==> config.mk <==
export PLATFORM = sky130hd
export DESIGN_NAME = uart_apb_ctrl
export DESIGN_NICKNAME = d
export VERILOG_FILES = /design/src/rtl/uart_apb_ctrl.sv
export SDC_FILE = /design/constraint.sdc
export NUM_CORES = 1
export LEC_CHECK = 0
export BUFFER_PORTS_ARGS = -buffer_cell sky130_fd_sc_hd__buf_2
export CORE_MARGIN = 2
export CORE_UTILIZATION = 35
export CTS_CLUSTER_DIAMETER = 200
export DETAILED_ROUTE_END_ITERATION = 7
export SLEW_MARGIN = 40
export SYNTH_ARGS = -nofsm -noshare
export SYNTH_HDL_FRONTEND = slang
export SYNTH_SLANG_ARGS = --single-unit
==> constraint.sdc <==
create_clock -name clk_i -period 1.8 [get_ports clk_i]
set_input_delay 0.18 -clock clk_i [delete_from_list [all_inputs] [get_ports clk_i]]
set_output_delay 0.18 -clock clk_i [all_outputs]
set_load 0.05 [all_outputs]
==> src/rtl/uart_apb_ctrl.sv <==
// APB slave front-end for the UART register bank: decodes, strobes and waits on the TX FIFO.
// Optional build macro UART_APB_SLVERR_EN enables pslverr_o on invalid access or TX stall timeout.
module uart_apb_ctrl #(
   parameter int ADDR_W    = 12,
   parameter int STALL_MAX = 15
) (
   input  logic              clk_i,
   input  logic              rst_n_i,
   input  logic              psel_i,
   input  logic              penable_i,
   input  logic              pwrite_i,
   input  logic [ADDR_W-1:0] paddr_i,
   input  logic [31:0]       pwdata_i,
   output logic [31:0]       prdata_o,
   output logic              pready_o,
   output logic              pslverr_o,
   output logic              ctrl_wr_o,
   output logic              ctrl_rd_o,
   output logic [2:0]        ctrl_addr_o,
   output logic [31:0]       ctrl_wdata_o,
   input  logic [31:0]       ctrl_rdata_i,
   input  logic              tx_full_i
);

   typedef enum logic [2:0] {IDLE, ISSUE, STALL, RDWAIT, RESP} state_t;

   localparam logic [7:0] STALL_LIM = 8'(STALL_MAX);

   state_t            state_q;
   logic [ADDR_W-1:0] addr_q;
   logic              write_q;
   logic [31:0]       wdata_q;
   logic [7:0]        cnt_q;
   logic [7:0]        cnt_d;
   logic [31:0]       prdata_q;
   logic              pready_q;
   logic              wr_q;
   logic              rd_q;
   logic [2:0]        caddr_q;
   logic [31:0]       cwdata_q;

   logic [2:0]        idx;
   logic              acc_valid;
   logic              tx_block;
   logic              stall_tmo;

   // Index 3 is the write-only TX data port, index 4 the read-only RX data port.
   always_comb begin
      idx       = addr_q[4:2];
      acc_valid = (addr_q[1:0] == 2'b00) && (addr_q[ADDR_W-1:5] == '0) && (idx <= 3'd4)
                  && !(write_q && (idx == 3'd4)) && !(!write_q && (idx == 3'd3));
      tx_block  = write_q && (idx == 3'd3) && tx_full_i;
      cnt_d     = cnt_q + 8'd1;
      stall_tmo = tx_full_i && (cnt_d == STALL_LIM);
   end

   always_ff @(posedge clk_i or negedge rst_n_i) begin
      if (!rst_n_i) begin
         state_q  <= IDLE;
         addr_q   <= '0;
         write_q  <= 1'b0;
         wdata_q  <= '0;
         cnt_q    <= '0;
         prdata_q <= '0;
         pready_q <= 1'b0;
         wr_q     <= 1'b0;
         rd_q     <= 1'b0;
         caddr_q  <= '0;
         cwdata_q <= '0;
      end else begin
         pready_q <= 1'b0;
         wr_q     <= 1'b0;
         rd_q     <= 1'b0;
         case (state_q)
            IDLE: begin
               if (psel_i && !penable_i) begin
                  addr_q  <= paddr_i;
                  write_q <= pwrite_i;
                  wdata_q <= pwdata_i;
                  state_q <= ISSUE;
               end
            end
            ISSUE: begin
               if (!psel_i) begin
                  state_q <= IDLE;
               end else if (!acc_valid) begin
                  prdata_q <= '0;
                  pready_q <= 1'b1;
                  state_q  <= RESP;
               end else if (tx_block) begin
                  cnt_q   <= '0;
                  state_q <= STALL;
               end else begin
                  caddr_q <= idx;
                  if (write_q) begin
                     wr_q     <= 1'b1;
                     cwdata_q <= wdata_q;
                     pready_q <= 1'b1;
                     state_q  <= RESP;
                  end else begin
                     rd_q    <= 1'b1;
                     state_q <= RDWAIT;
                  end
               end
            end
            STALL: begin
               cnt_q <= cnt_d;
               if (!psel_i) begin
                  state_q <= IDLE;
               end else if (!tx_full_i) begin
                  // Re-enter ISSUE so the FIFO level is re-checked before pushing.
                  state_q <= ISSUE;
               end else if (stall_tmo) begin
                  pready_q <= 1'b1;
                  state_q  <= RESP;
               end
            end
            RDWAIT: begin
               if (!psel_i) begin
                  state_q <= IDLE;
               end else begin
                  prdata_q <= ctrl_rdata_i;
                  pready_q <= 1'b1;
                  state_q  <= RESP;
               end
            end
            RESP:    state_q <= IDLE;
            default: state_q <= IDLE;
         endcase
      end
   end

`ifdef UART_APB_SLVERR_EN
   logic err_q;
   logic err_set;

   assign err_set = psel_i && (((state_q == ISSUE) && !acc_valid) ||
                               ((state_q == STALL) && stall_tmo));

   always_ff @(posedge clk_i or negedge rst_n_i) begin
      if (!rst_n_i) begin
         err_q <= 1'b0;
      end else begin
         err_q <= err_set;
      end
   end

   assign pslverr_o = err_q;
`else
   assign pslverr_o = 1'b0;
`endif

   assign prdata_o     = prdata_q;
   assign pready_o     = pready_q;
   assign ctrl_wr_o    = wr_q;
   assign ctrl_rd_o    = rd_q;
   assign ctrl_addr_o  = caddr_q;
   assign ctrl_wdata_o = cwdata_q;

endmodule

=== After elaboration in Yosys (flattened, before gate mapping) ===
Index checks and enable logic that the tools add are counted.

* Bits in registers: 126
* Output and inout bits: 71
* Logic and storage cells: 87

* Add/subtract/negate cells: 1
* Magnitude comparators: 1
* Equal/unequal tests: 13
* Mux-type cells: 35
* Bitwise gates (word level): 1
* Reduce and logical (&&, ||, !) cells: 25

{| class="wikitable"
|+ Operator list
! kind !! number
|-
| $mux W32 || 3
|-
| $pmux W32 S2 || 1
|-
| $mux W3 || 9
|-
| $mux W8 || 3
|-
| $mux W1 || 16
|-
| $pmux W8 S2 || 1
|-
| $ne A2 B2 Y1 const B || 6
|-
| $pmux W3 S4 || 1
|-
| $reduce_and A4 Y1 || 3
|-
| $logic_and A1 B1 Y1 || 10
|-
| $eq A3 B2 Y1 const B || 3
|-
| $add A8 B1 Y8 const B || 1
|-
| $eq A8 B4 Y1 const B || 1
|-
| $logic_not A7 Y1 || 1
|-
| $reduce_and A5 Y1 || 1
|-
| $logic_not A1 Y1 || 4
|-
| $ne A4 B4 Y1 const B || 1
|-
| $reduce_and A2 Y1 || 2
|-
| $reduce_bool A2 Y1 || 2
|-
| $eq A3 B1 Y1 const B || 1
|-
| $eq A3 B3 Y1 const B || 1
|-
| $le A3 B3 Y1 const B || 1
|-
| $logic_not A3 Y1 || 1
|-
| $pmux W1 S3 || 1
|-
| other kinds (2) || 2
|}

=== Logic depth before layout (Yosys ltp) ===
* Depth in word-level cells: 8
* Mapped depth: 6
* Mapped depth without buffers: 5

=== Least setup slack after synthesis ===
No wires, ideal clock.

* Kind: register to register
* From: register state_q[1]
* To: register cwdata_q[10] (netlist: ctrl_wdata_o[10])
* Data arrival time: 1829 ps
* Setup slack: -154 ps
* Cell stages (with the launch flop): 7
* Clock period less this slack: 1954 ps
* Path through: dfrtp_1 buf_6 nor3_1 nand3_2 nor4b_4 buf_6 mux2_4

* Word-level cells in the longest chain between the ends: 2

{| class="wikitable"
|+ RTL lines
! what !! RTL line !! text
|-
| from (decl) || 29 || <nowiki>state_t state_q;</nowiki>
|-
| from (signal assigned) || 59 || <nowiki>state_q <= IDLE;</nowiki>
|-
| from (signal assigned) || 80 || <nowiki>state_q <= ISSUE;</nowiki>
|-
| from (signal assigned) || 85 || <nowiki>state_q <= IDLE;</nowiki>
|-
| $eq A3 B1 Y1 || 74 || <nowiki>case (state_q)</nowiki>
|-
| $reduce_and A5 Y1 (no source line) || n/a ||
|-
| to (signal assigned) || 97 || <nowiki>cwdata_q <= wdata_q;</nowiki>
|-
| to (decl) || 40 || <nowiki>logic [31:0] cwdata_q;</nowiki>
|}

No other way between the ends.
A chain may end at the register's enable or synchronous reset.

=== Worst setup path in the final report ===
* From: register addr_q[7]
* To: register cwdata_q[23] (netlist: ctrl_wdata_o[23])

* Word-level cells in the longest chain between the ends: 6

{| class="wikitable"
|+ RTL lines
! what !! RTL line !! text
|-
| from (decl) || 30 || <nowiki>logic [ADDR_W-1:0] addr_q;</nowiki>
|-
| from (signal assigned) || 77 || <nowiki>addr_q <= paddr_i;</nowiki>
|-
| $logic_not A7 Y1 || 50 || <nowiki>acc_valid = (addr_q[1:0] == 2'b00) && (addr_q[ADDR_W-1:5] == '0) && (idx <= 3'd4)</nowiki>
|-
| $logic_and A1 B1 Y1 (2 in series) || 50 ||
|-
| $logic_and A1 B1 Y1 (2 in series) || 51 || <nowiki>&& !(write_q && (idx == 3'd4)) && !(!write_q && (idx == 3'd3));</nowiki>
|-
| $reduce_and A5 Y1 (no source line) || n/a ||
|}

No other way between the ends.

==> impl_metrics.csv <==
group,metric,value,unit
power,switching_share,26.7,%
sta,final_min_period_over_clock_period,111,%
critical_path,cp-end-kind,"register",
global_route,grt_pass1_wl,20700,µm
route,drc,0,
critical_path,critPathTopFamily,"simple AND/OR/NAND/NOR gates",
layout,area_growth,58.9,%
critical_path,timing.critical_path.buf_inv,2,
cts,cts.sinks,126,
flow_run,drv_cap,0,
synth,yosysTopAreaCellShare,61.6,%
cts,cts_max_level,4,
synth,synthTopCellsByArea,"dfrtp_1 62%, mux2_2 11%, mux2_4 8.5%",
cts,clockRootBuffer,"clkbuf_16",
global_route,antenna_found_initial,0,
critical_path,slowest_stage,"dfrtp_1",
layout,final_common_cell,"buf_2",
critical_path,critPathLaunchType,"register",
synth,syn_area,0.00512,mm²
layout,nets,700,
cts,cts.clk_slew.worst_paths,0.06,ns
power,leakagePower,0.00411,µW
synth,syn-num-nets,421,
die,rows,44,
power,vdd_ir_drop_max,0.903,mV
route,ant_nets,0,
synth,synth-seq-cells,126,
sta,hold_viol_final,0,
sta,maxSlewViolCount,0,
sta,rsz0062_at_grt,"true",
critical_path,crit_required,2.10,ns
cts,clkLatencyLatePin,0.42,ns
critical_path,path_max_fanout,14,
route,vias,3860,
layout,drive_gt1_share,52.5,%
critical_path,critPathArrivalTime,2.29,ns
layout,design_area,0.00814,mm²
synth,async_reset_ff_share,100,%
placement,dpl.hpwl,8060,µm
outcome,status,"finished with violations",
power,pwr-share-comb,23.1,%
die,die_w,125,µm
layout,antenna_cells,0,
route,vias_per_cell,4.75,
cts,cts_tree,"done",
die,die-area,0.0156,mm²
critical_path,cp_common_cell,"buf_12",
critical_path,crit_chain,"nor4_4 > nand3_2 > nor4b_4 > buf_12 > buf_12 > mux2_4",
sta,setup_viol,56,
sta,fmax,0.503,GHz
die,coreArea,0.0144,mm²
route,first_iter_violations,223,
outcome,violations,"negative setup slack",
cts,numCtsBuffers,17,
global_route,grt_pass1_vias,4132,
sta,clock_skew,0.0120,ns
global_route,gr-total-overflow,0,
global_route,grtUsageTotal,16.8,%
synth,synth.largest_area_cell,"dfrtp_1",
global_route,grt_max_degree,50,
power,p_per_area,1190,mW/mm²
power,p_sw,2580,µW
die,dieHeight,125,µm
synth,synth_edf_count,0,
power,power,9650,µW
layout,post-route-util,56.4,%
synth,ys.flop_type,"dfrtp_1",
placement,io_buffers,151,
synth,synthDistinctLibCells,49,
die,io_pins,153,
synth,yosysSeqAreaShare,61.6,%
sta,period_needed,1.99,ns
die,initial_core_util,35.5,%
power,seqPwrFrac,39.4,%
sta,fin_ws,-0.190,ns
power,internal-power,7070,µW
min_path,hp-class,"in2reg",
route,firstDrtPassIters,4,
placement,post_dp_cell_area,0.00634,mm²
synth,synth_area_per_cell,15.2,µm²
route,wire_per_inst,16.6,µm
route,drt-total-wl,13500,µm
synth,synthCells,337,
critical_path,path_class,"reg2reg",
placement,place.gp.congestion,0.811,
layout,final_cell_mix,"150 x buf_2, 126 x dfrtp_1, 77 x dlygate4sd3_1",
cts,cts_max_path_buffers,2,
power,clkPwrFrac,37.5,%
sta,timing.hold.ws,0.0180,ns
critical_path,critPathMaxStageDelay,0.39,ns
synth,yosys_warnings,0,
## logic make-up after synthesis
logic type / synth area share [%]
XOR/XNOR: 0.513
other: 0.0732
multiplexers: 19.7
adder cells (fa/ha/maj): 0.488
buffers and inverters: 2.64
flip-flops: 61.6
AND/OR/NAND/NOR: 5.64
AO/OA/AOI/OAI: 9.38
## per-stage QoR
| step | instances | setup WS [ns] | TNS [ns] |
|---|---|---|---|
| 2_1_floorplan | 337 | -0.150 | -4.30 |
| 4_1_cts | 796 | -0.207 | -5.76 |
| 3_5_place_dp | 687 | -0.191 | -5.21 |
| 3_3_place_gp | 687 | -0.191 | -5.43 |
| 6_report | 813 | -0.190 | -5.77 |
| 5_1_grt | 813 | -0.244 | -8.78 |
## worst paths after layout
check	startpoint	end	slack (ns)	cells past startpoint
min	paddr_i[10]	addr_q[10]	0.02	2
max	addr_q[7]	ctrl_wdata_o[23]	-0.19	6
min in group asynchronous	rst_n_i	prdata_o[13]	0.25	2
max in group asynchronous	rst_n_i	ctrl_wdata_o[16]	0.92	3
max reg2reg	addr_q[7]	ctrl_wdata_o[23]	-0.19	6
min reg2reg	addr_q[8]	addr_q[8]	0.49	1
## cells in the mapped netlist, types with 4 or more instances
library cell,n
clkbuf_1,5
nor2b_1,4
buf_6,4
nand2_1,9
dfrtp_1,126
mux2_4,29
nand3_1,4
inv_1,9
mux2_2,48
buf_2,6
o21ai_0,7
a22o_1,32
nor3_1,4
## cell type report
type | count | area, µm²
clock inverters | 14 | 191
well taps | 184 | 230
flip-flops and latches | 126 | 3150
repair buffers | 276 | 2100
fillers | 1173 | 6280
multi-input cells | 186 | 1990
clock buffers | 18 | 439
inverters | 9 | 33.8
## repair_timing
item | CTS | global route
endpoints found under the setup margin | 36 | 80
pin swaps | 0 | 3
hold endpoints to repair | 108 | 1
gates cloned | 0 | 6
buffers inserted | 1 | 11
gates resized for setup | 2 | 46
hold buffers | 76 | 1
## power by group through the flow
stage / Combinational (µW) / Clock [µW] / Sequential, µW
floorplan: 941 / 0 / 3910
global placement: 1640 / 0 / 3800
detailed placement: 1700 / 0 / 3830
CTS: 1830 / 3710 / 3780
global route: 2390 / 3830 / 3870
finish: 2230 / 3620 / 3800
## routing by layer
layer / wire length (µm) / vias to the layer above / part of all wire, % / track usage, %
met3: 671 / 23 / 5.0 / 6.55
met1: 5790 / 1937 / 43 / 20.0
met2: 6780 / 102 / 50 / 27.6
li1: - / 1798 / - / -
met4: 265 / 0 / 2.0 / 6.54
met5: 0 / - / 0 / 0
## state kept, by name (all words and copies together) (netlist names)
register	flops
write_q	1
addr_q	12
ctrl_rd_o	1
prdata_o	32
pready_o	1
state_q	3
wdata_q	32
ctrl_wdata_o	32
ctrl_wr_o	1
ctrl_addr_o	3
cnt_q	8
Power figures use the tool's default switching activity.
